<file path="src/rtl/mac_operand_sequencer_if.sv">
`default_nettype none
// ============================================================================
//  Module      : mac_operand_sequencer_if
//  Description : Storage-write, control and operand-stream signals of the
//                MAC operand sequencer. "slave" is the sequencer side,
//                "master" is the host / downstream side.
//  Revision    : 1.0  initial release
// ============================================================================
interface mac_operand_sequencer_if #(
    parameter int DATA_W = 8,
    parameter int AW     = 5,
    parameter int ROW_W  = 2,
    parameter int COL_W  = 2
);
    logic              wr_en;
    logic              wr_sel;
    logic [AW-1:0]     wr_addr;
    logic [DATA_W-1:0] wr_data;
    logic              start;
    logic              busy;
    logic              op_valid;
    logic              op_ready;
    logic [DATA_W-1:0] op_a;
    logic [DATA_W-1:0] op_b;
    logic              op_first;
    logic              op_last;
    logic [ROW_W-1:0]  op_row;
    logic [COL_W-1:0]  op_col;
    logic              done;

    modport master (
        output wr_en, wr_sel, wr_addr, wr_data, start, op_ready,
        input  busy, op_valid, op_a, op_b, op_first, op_last, op_row, op_col, done
    );

    modport slave (
        input  wr_en, wr_sel, wr_addr, wr_data, start, op_ready,
        output busy, op_valid, op_a, op_b, op_first, op_last, op_row, op_col, done
    );
endinterface
`default_nettype wire

</file>
<file path="src/rtl/mac_operand_sequencer.sv">
`default_nettype none
// ============================================================================
//  Module      : mac_operand_sequencer
//  Description : Holds A (ROWS x K) and B (K x COLS) in local registers and,
//                on start, streams a[i][k] / b[k][j] pairs for every C[i][j]
//                in row-major order with first/last framing per dot product.
//                Optional macro OPSEQ_STALL_CNT_EN adds a saturating
//                backpressure-cycle counter on port stall_cnt.
//  Revision    : 1.0  initial release
// ============================================================================
module mac_operand_sequencer #(
    parameter int DATA_W = 8,
    parameter int ROWS   = 3,
    parameter int COLS   = 3,
    parameter int K      = 9,
    parameter int AW     = 5
) (
    input  wire logic        clk,
    input  wire logic        rst,
`ifdef OPSEQ_STALL_CNT_EN
    output logic [15:0]      stall_cnt,
`endif
    mac_operand_sequencer_if.slave bus
);
    localparam int c_ROW_W = (ROWS > 1) ? $clog2(ROWS) : 1;
    localparam int c_COL_W = (COLS > 1) ? $clog2(COLS) : 1;
    localparam int c_K_W   = (K > 1) ? $clog2(K) : 1;
    localparam int c_NA    = ROWS * K;
    localparam int c_NB    = K * COLS;
    localparam int c_AA_W  = (c_NA > 1) ? $clog2(c_NA) : 1;
    localparam int c_AB_W  = (c_NB > 1) ? $clog2(c_NB) : 1;
    localparam logic [c_ROW_W-1:0] c_ROW_MAX = c_ROW_W'(ROWS - 1);
    localparam logic [c_COL_W-1:0] c_COL_MAX = c_COL_W'(COLS - 1);
    localparam logic [c_K_W-1:0]   c_K_MAX   = c_K_W'(K - 1);

    typedef enum logic [1:0] {
        S_IDLE = 2'd0,
        S_RUN  = 2'd1,
        S_DONE = 2'd2
    } state_t;

    state_t r_state;
    state_t w_state_nxt;

    // Operand storage: deliberately outside the reset domain so contents
    // survive rst and successive runs.
    logic [DATA_W-1:0] r_mem_a [c_NA];
    logic [DATA_W-1:0] r_mem_b [c_NB];

    logic [c_ROW_W-1:0] r_i, w_ni;
    logic [c_COL_W-1:0] r_j, w_nj;
    logic [c_K_W-1:0]   r_k, w_nk;
    logic               r_valid, r_first, r_last;
    logic [DATA_W-1:0]  r_a, r_b;
    logic               w_load, w_hs, w_final, w_wr_a, w_wr_b;
    logic [c_AA_W-1:0]  w_rd_a;
    logic [c_AB_W-1:0]  w_rd_b;

    assign w_hs    = r_valid & bus.op_ready;
    assign w_final = (r_i == c_ROW_MAX) && (r_j == c_COL_MAX) && (r_k == c_K_MAX);

    // Writes are accepted only in IDLE; a coincident start takes priority.
    assign w_wr_a = (r_state == S_IDLE) & bus.wr_en & ~bus.start & ~bus.wr_sel
                    & (32'(bus.wr_addr) < c_NA);
    assign w_wr_b = (r_state == S_IDLE) & bus.wr_en & ~bus.start & bus.wr_sel
                    & (32'(bus.wr_addr) < c_NB);

    // Read addresses of the pair about to be loaded.
    assign w_rd_a = c_AA_W'(32'(w_ni) * K + 32'(w_nk));
    assign w_rd_b = c_AB_W'(32'(w_nk) * COLS + 32'(w_nj));

    // Storage write port.
    always_ff @(posedge clk) begin
        if (w_wr_a) r_mem_a[bus.wr_addr[c_AA_W-1:0]] <= bus.wr_data;
        if (w_wr_b) r_mem_b[bus.wr_addr[c_AB_W-1:0]] <= bus.wr_data;
    end

    // State register.
    always_ff @(posedge clk or posedge rst) begin
        if (rst) r_state <= S_IDLE;
        else     r_state <= w_state_nxt;
    end

    // Next state, pair-load strobe and index advance (k, then j, then i).
    always_comb begin
        w_state_nxt = r_state;
        w_load      = 1'b0;
        w_ni        = r_i;
        w_nj        = r_j;
        w_nk        = r_k;
        case (r_state)
            S_IDLE: begin
                if (bus.start) begin
                    w_state_nxt = S_RUN;
                    w_load      = 1'b1;
                    w_ni        = '0;
                    w_nj        = '0;
                    w_nk        = '0;
                end
            end
            S_RUN: begin
                if (w_hs) begin
                    if (w_final) begin
                        w_state_nxt = S_DONE;
                    end else begin
                        w_load = 1'b1;
                        if (r_k == c_K_MAX) begin
                            w_nk = '0;
                            if (r_j == c_COL_MAX) begin
                                w_nj = '0;
                                w_ni = r_i + 1'b1;
                            end else begin
                                w_nj = r_j + 1'b1;
                            end
                        end else begin
                            w_nk = r_k + 1'b1;
                        end
                    end
                end
            end
            S_DONE:  w_state_nxt = S_IDLE;
            default: w_state_nxt = S_IDLE;
        endcase
    end

    // Output pair registers: loaded on start / handshake, held otherwise.
    always_ff @(posedge clk or posedge rst) begin
        if (rst) begin
            r_valid <= 1'b0;
            r_first <= 1'b0;
            r_last  <= 1'b0;
            r_a     <= '0;
            r_b     <= '0;
            r_i     <= '0;
            r_j     <= '0;
            r_k     <= '0;
        end else begin
            r_valid <= (w_state_nxt == S_RUN);
            if (w_load) begin
                r_i     <= w_ni;
                r_j     <= w_nj;
                r_k     <= w_nk;
                r_a     <= r_mem_a[w_rd_a];
                r_b     <= r_mem_b[w_rd_b];
                r_first <= (w_nk == '0);
                r_last  <= (w_nk == c_K_MAX);
            end else if (w_state_nxt != S_RUN) begin
                r_first <= 1'b0;
                r_last  <= 1'b0;
            end
        end
    end

`ifdef OPSEQ_STALL_CNT_EN
    logic [15:0] r_stall_cnt;

    // Saturating count of cycles a valid pair waited on op_ready.
    always_ff @(posedge clk or posedge rst) begin
        if (rst) begin
            r_stall_cnt <= '0;
        end else if ((r_state == S_IDLE) && bus.start) begin
            r_stall_cnt <= '0;
        end else if (r_valid && !bus.op_ready && (r_stall_cnt != 16'hFFFF)) begin
            r_stall_cnt <= r_stall_cnt + 16'd1;
        end
    end

    assign stall_cnt = r_stall_cnt;
`endif

    assign bus.busy     = (r_state == S_RUN);
    assign bus.done     = (r_state == S_DONE);
    assign bus.op_valid = r_valid;
    assign bus.op_a     = r_a;
    assign bus.op_b     = r_b;
    assign bus.op_first = r_first;
    assign bus.op_last  = r_last;
    assign bus.op_row   = r_i;
    assign bus.op_col   = r_j;
endmodule
`default_nettype wire

</file>
<file path="src/flat_wrapper.sv">
// flat-port wrapper written by rule: the top's interface ports become plain ports
module mac_operand_sequencer_flat 
#(
    parameter int DATA_W = 8,
    parameter int ROWS   = 3,
    parameter int COLS   = 3,
    parameter int K      = 9,
    parameter int AW     = 5
)
  (clk, rst, bus_wr_en, bus_wr_sel, bus_wr_addr, bus_wr_data, bus_start, bus_op_ready, bus_busy, bus_op_valid, bus_op_a, bus_op_b, bus_op_first, bus_op_last, bus_op_row, bus_op_col, bus_done);
  mac_operand_sequencer_if #(.DATA_W(DATA_W), .AW(AW), .ROW_W(2), .COL_W(2)) bus_i ();
  input  wire logic clk;
  input  wire logic rst;
  input wire logic [$bits(bus_i.wr_en)-1:0] bus_wr_en;
  input wire logic [$bits(bus_i.wr_sel)-1:0] bus_wr_sel;
  input wire logic [$bits(bus_i.wr_addr)-1:0] bus_wr_addr;
  input wire logic [$bits(bus_i.wr_data)-1:0] bus_wr_data;
  input wire logic [$bits(bus_i.start)-1:0] bus_start;
  input wire logic [$bits(bus_i.op_ready)-1:0] bus_op_ready;
  output wire logic [$bits(bus_i.busy)-1:0] bus_busy;
  output wire logic [$bits(bus_i.op_valid)-1:0] bus_op_valid;
  output wire logic [$bits(bus_i.op_a)-1:0] bus_op_a;
  output wire logic [$bits(bus_i.op_b)-1:0] bus_op_b;
  output wire logic [$bits(bus_i.op_first)-1:0] bus_op_first;
  output wire logic [$bits(bus_i.op_last)-1:0] bus_op_last;
  output wire logic [$bits(bus_i.op_row)-1:0] bus_op_row;
  output wire logic [$bits(bus_i.op_col)-1:0] bus_op_col;
  output wire logic [$bits(bus_i.done)-1:0] bus_done;
  assign bus_i.wr_en = bus_wr_en;
  assign bus_i.wr_sel = bus_wr_sel;
  assign bus_i.wr_addr = bus_wr_addr;
  assign bus_i.wr_data = bus_wr_data;
  assign bus_i.start = bus_start;
  assign bus_i.op_ready = bus_op_ready;
  assign bus_busy = bus_i.busy;
  assign bus_op_valid = bus_i.op_valid;
  assign bus_op_a = bus_i.op_a;
  assign bus_op_b = bus_i.op_b;
  assign bus_op_first = bus_i.op_first;
  assign bus_op_last = bus_i.op_last;
  assign bus_op_row = bus_i.op_row;
  assign bus_op_col = bus_i.op_col;
  assign bus_done = bus_i.done;
  mac_operand_sequencer #(.DATA_W(DATA_W), .ROWS(ROWS), .COLS(COLS), .K(K), .AW(AW)) u_core (.clk(clk), .rst(rst), .bus(bus_i));
endmodule
</file>
<file path="config.mk">
export PLATFORM = sky130hd
export DESIGN_NAME = mac_operand_sequencer_flat
export DESIGN_NICKNAME = d
export VERILOG_FILES = /design/src/rtl/mac_operand_sequencer_if.sv /design/src/rtl/mac_operand_sequencer.sv /design/src/flat_wrapper.sv
export SDC_FILE = /design/constraint.sdc
export NUM_CORES = 1
export LEC_CHECK = 0
export BUFFER_PORTS_ARGS = -buffer_cell sky130_fd_sc_hd__buf_2
export CORE_MARGIN = 2
export CORE_UTILIZATION = 30
export CTS_CLUSTER_SIZE = 24
export DETAILED_ROUTE_END_ITERATION = 8
export SLEW_MARGIN = 15
export SYNTH_ARGS = -nofsm -noshare
export SYNTH_HDL_FRONTEND = slang
export SYNTH_SLANG_ARGS = --single-unit
</file>
<file path="constraint.sdc">
create_clock -name clk -period 11.8 [get_ports clk]
set_input_delay 2.95 -clock clk [delete_from_list [all_inputs] [get_ports clk]]
set_output_delay 2.95 -clock clk [all_outputs]
set_load 0.005 [all_outputs]
</file>
==> impl_metrics.toml <==
[final_layout]
fillers = 5741
fin_nets = 1067
fin_area_um2 = 21400
fin_util_pct = 34.5
drive_above_1_share_pct = 24.0
synthToLayoutAreaGrowth_pct = 13.8

[yosys]
avgSynthCellArea_um2 = 19.2
ys_ff_latch = 461
netlist_instances = 980
yosysSeqAreaShare_pct = 73.0
syn_area_um2 = 18800
synth.net_count = 1019
synthArstFlopShare_pct = 6.29
synth_edf_count = 432
ys_warn_count = 0
synthFlopType = "edfxtp_1"
ys_types = 63

[detailed_routing]
dr.pass1.iters = 6
drc_errors = 0
drt-wirelength-per-cell_um = 21.5
vias = 9190
wl_um = 40900
dr.first_iter.drc_count = 824
via_per_inst = 4.83
ant_nets = 0

[clocking]
tritoncts = "built"
cts_sinks = 461
clockBufferDepth = 3
h-tree-depth = 2
clock_latency_ns = 0.56
clockRootBuffer = "clkbuf_16"
cts_made_buffers = 44
cts_resized = 0
holdBufCountCts = 0
postCtsSetupBuffers = 0
clk_pin_slew_ns = 0.06

[pwr]
p_seq_share_pct = 33.6
ir_worst_vdd_v = 0.000363
powerDensity_nw_per_um2 = 262
pwr-share-comb_pct = 40.5
power_leakage_uw = 0.00682
internal_power_uw = 3780
sw_frac_of_total_pct = 32.3
clock_power_share_pct = 25.9
switching_power_uw = 1810

[critical_path]
start_kind = "input pin"
critPathLaunch = "bus_op_ready"
reg2reg_from = "u_core.bus.op_row[0]"
slowest_delay_ns = 1.18
path_class = "input pin to flip-flop"
crit_arrival_ns = 7.65
crit_slowest_cell = "fa_1"
crit_buf_inv = 2
cp_cell_sequence = "buf_2, nand4b_1, a41oi_1, or2_2, o21ai_1, ha_2, ha_4, inv_1, fa_1, nor2b_1, a22o_1, o31ai_1, a31oi_1, a21oi_2"
crit_family = "adder cells"
cp_max_fo = 27
crit_required_ns = 12.23
critPathCaptureType = "flip-flop"

[sta]
finalCritPeriodShare_pct = 61.1
rsz0062_at_grt = "false"
drv_slew = 0
worst_slew_pin_slew_ns = 1.09
relSlewSlack_pct = 27.4
hold_viol_final = 0
clock.fmax_mhz = 139
setup_viol = 0
finalSetupTns_ns = 0
fin_worst_skew_ns = 0.0232
layout_min_cycle_time_ns = 7.21

[global_route]
met1_usage_pct = 17.4
grt_start_max_net_pins = 65
antenna_found_initial = 3
grt_pass1_wl_um = 61700
busiest_layer = "met2"
grt_pass1_vias = 9390
grt.met2_usage_pct = 21.3
grt.total_usage_pct = 12.7
use_met3_pct = 1.99
grt_overflow_total = 0

[floorplan]
rows = 91
ioPinCount = 44
die_w_um = 254
dieHeight_um = 254
core_um2 = 61800
die_area_um2 = 64600
start_util_pct = 30.4

[place]
gp_congestion = 0.817
placed_cell_area_um2 = 19800
numPortBuffers = 43
dp_hpwl_um = 24900

[hold_path]
min_path_type = "flip-flop to flip-flop"
hold_start = "u_core.bus.op_first"

[run_status]
status = "finished, final reports clean"

[flow_run]
max_cap_viol_count = 0
routing by layer:
| metal | share of wire [%] | wire length, um |
|---|---|---|
| met1 | 44 | 18100 |
| met2 | 49 | 20000 |
| met3 | 4.6 | 1870 |
| met4 | 2.0 | 813 |
| met5 | 0.064 | 26 |
flip-flops by register name (all words and copies together), names as in the netlist:
| signal | count |
|---|---|
| u_core.r_mem_b | 216 |
| u_core.bus.op_a | 8 |
| u_core.bus.op_first | 1 |
| u_core.bus.op_valid | 1 |
| u_core.bus.op_last | 1 |
| u_core.bus.op_col | 2 |
| u_core.r_state | 2 |
| u_core.bus.op_b | 8 |
| u_core.bus.op_row | 2 |
| u_core.r_mem_a | 216 |
| u_core.r_k | 4 |
synthesized netlist by cell type, types with 4 or more instances:
master      n  share of area [%]
edfxtp_1  432                 69
mux2_1      9               0.54
nand2_1    16               0.32
mux2i_1    31                1.7
o22ai_1     7               0.23
nor2b_1     8               0.27
clkbuf_1   14               0.28
dfrtp_1    29                3.9
nand2b_1   18               0.60
buf_1       7               0.14
a21oi_2     4               0.19
a22o_1     11               0.51
mux4_2     93                 11
nor2_1     89                1.8
buf_6       7               0.42
o21ai_0    12               0.32
a21bo_2     4               0.21
ha_1       17                1.1
nand3b_1    4               0.16
inv_1      14               0.28
buf_2      18               0.48
o211ai_1   15               0.60
o21ai_1     4               0.11
o31ai_1     6               0.24
mux2_2     22                1.3
a21oi_1    19               0.51
a31oi_1     7               0.23
layout by cell type, fill, tap and decap left out, drive strengths merged, types with 11 or more instances in the layout:
cell / Yosys / layout
nand2: 16 / 16
mux2: 31 / 31
nand2b: 18 / 18
o211ai: 16 / 16
mux2i: 31 / 31
ha: 17 / 17
mux4: 96 / 96
nor2: 89 / 89
o21ai: 16 / 16
a21oi: 23 / 23
a22o: 11 / 11
edfxtp: 432 / 432
buf: 36 / 52
clkinv: 0 / 11
dfrtp: 29 / 29
inv: 14 / 14
clkbuf: 14 / 64
worst reg2reg max path, stage by stage, from the launching register on:
cell and delay [ns]:
dfrtp_1 0.37, inv_1 0.09, ha_1 0.19, nor2b_1 0.24
a41oi_1 0.23, or2_2 0.60, o21ai_1 0.55, ha_2 0.30
ha_4 0.13, inv_1 0.05, fa_1 1.18, nor2b_1 0.58
a22o_1 0.30, o31ai_1 0.10, a31oi_1 0.33, a21oi_2 0.09
path summary, 6_finish.rpt:
kind | end | slack [ns] | depth (start not counted)
setup / recovery | u_core.bus.op_a[2] | 4.59 | 14
hold / removal | u_core.bus.op_first | 0.52 | 1
setup reg to reg | u_core.bus.op_a[2] | 6.33 | 15
hold reg to reg | u_core.bus.op_first | 0.52 | 1
max in group asynchronous | u_core.bus.op_b[1] | 8.93 | 3
min in group asynchronous | u_core.bus.op_col[1] | 2.51 | 3
logic make-up (layout without fill, tap and decap cells):
group                    count (synthesis)  in the layout  synth area share (%)
flip-flops                             461            461                  73.0
multiplexers                           158            158                  15.1
AND/OR/NAND/NOR                        157            157                  3.94
AO/OA/AOI/OAI                          115            115                  4.43
buffers and inverters                   64            147                  1.83
adder cells (fa/ha/maj)                 20             20                  1.45
XOR/XNOR                                 5              5                 0.273
other                                    0              1                     0
layout make-up:
type,instances,area (um2),area share [%]
sequential,461,13700,64.2
multi-input combinational,455,4770,22.3
clock buffer,64,1310,6.13
tap,837,1050,4.90
timing repair buffer,52,283,1.32
clock inverter,17,195,0.914
inverter,14,52.6,0.246
antenna,1,2.50,0.0117
power groups by stage:
stage / sequential, uW / clock, uW / combinational [uW]
3_3_place_gp: 1910 / 0 / 2280
3_5_place_dp: 1910 / 0 / 2290
5_1_grt: 1880 / 1540 / 2450
4_1_cts: 1880 / 1480 / 2300
6_report: 1880 / 1450 / 2260
2_1_floorplan: 1890 / 0 / 1730
stage by stage:
| stage | setup slack [ns] | power [uW] | hold WS [ns] | cells |
|---|---|---|---|---|
| 2_1_floorplan | 5.27 | 3620 | 0.473 | 980 |
| 3_3_place_gp | 3.77 | 4190 | 0.511 | 1819 |
| 3_5_place_dp | 3.63 | 4200 | 0.509 | 1819 |
| 4_1_cts | 4.22 | 5660 | 0.523 | 1900 |
| 5_1_grt | 4.32 | 5860 | 0.554 | 1900 |
| 6_report | 4.59 | 5590 | 0.522 | 1901 |
Power figures use the tool's default switching activity.
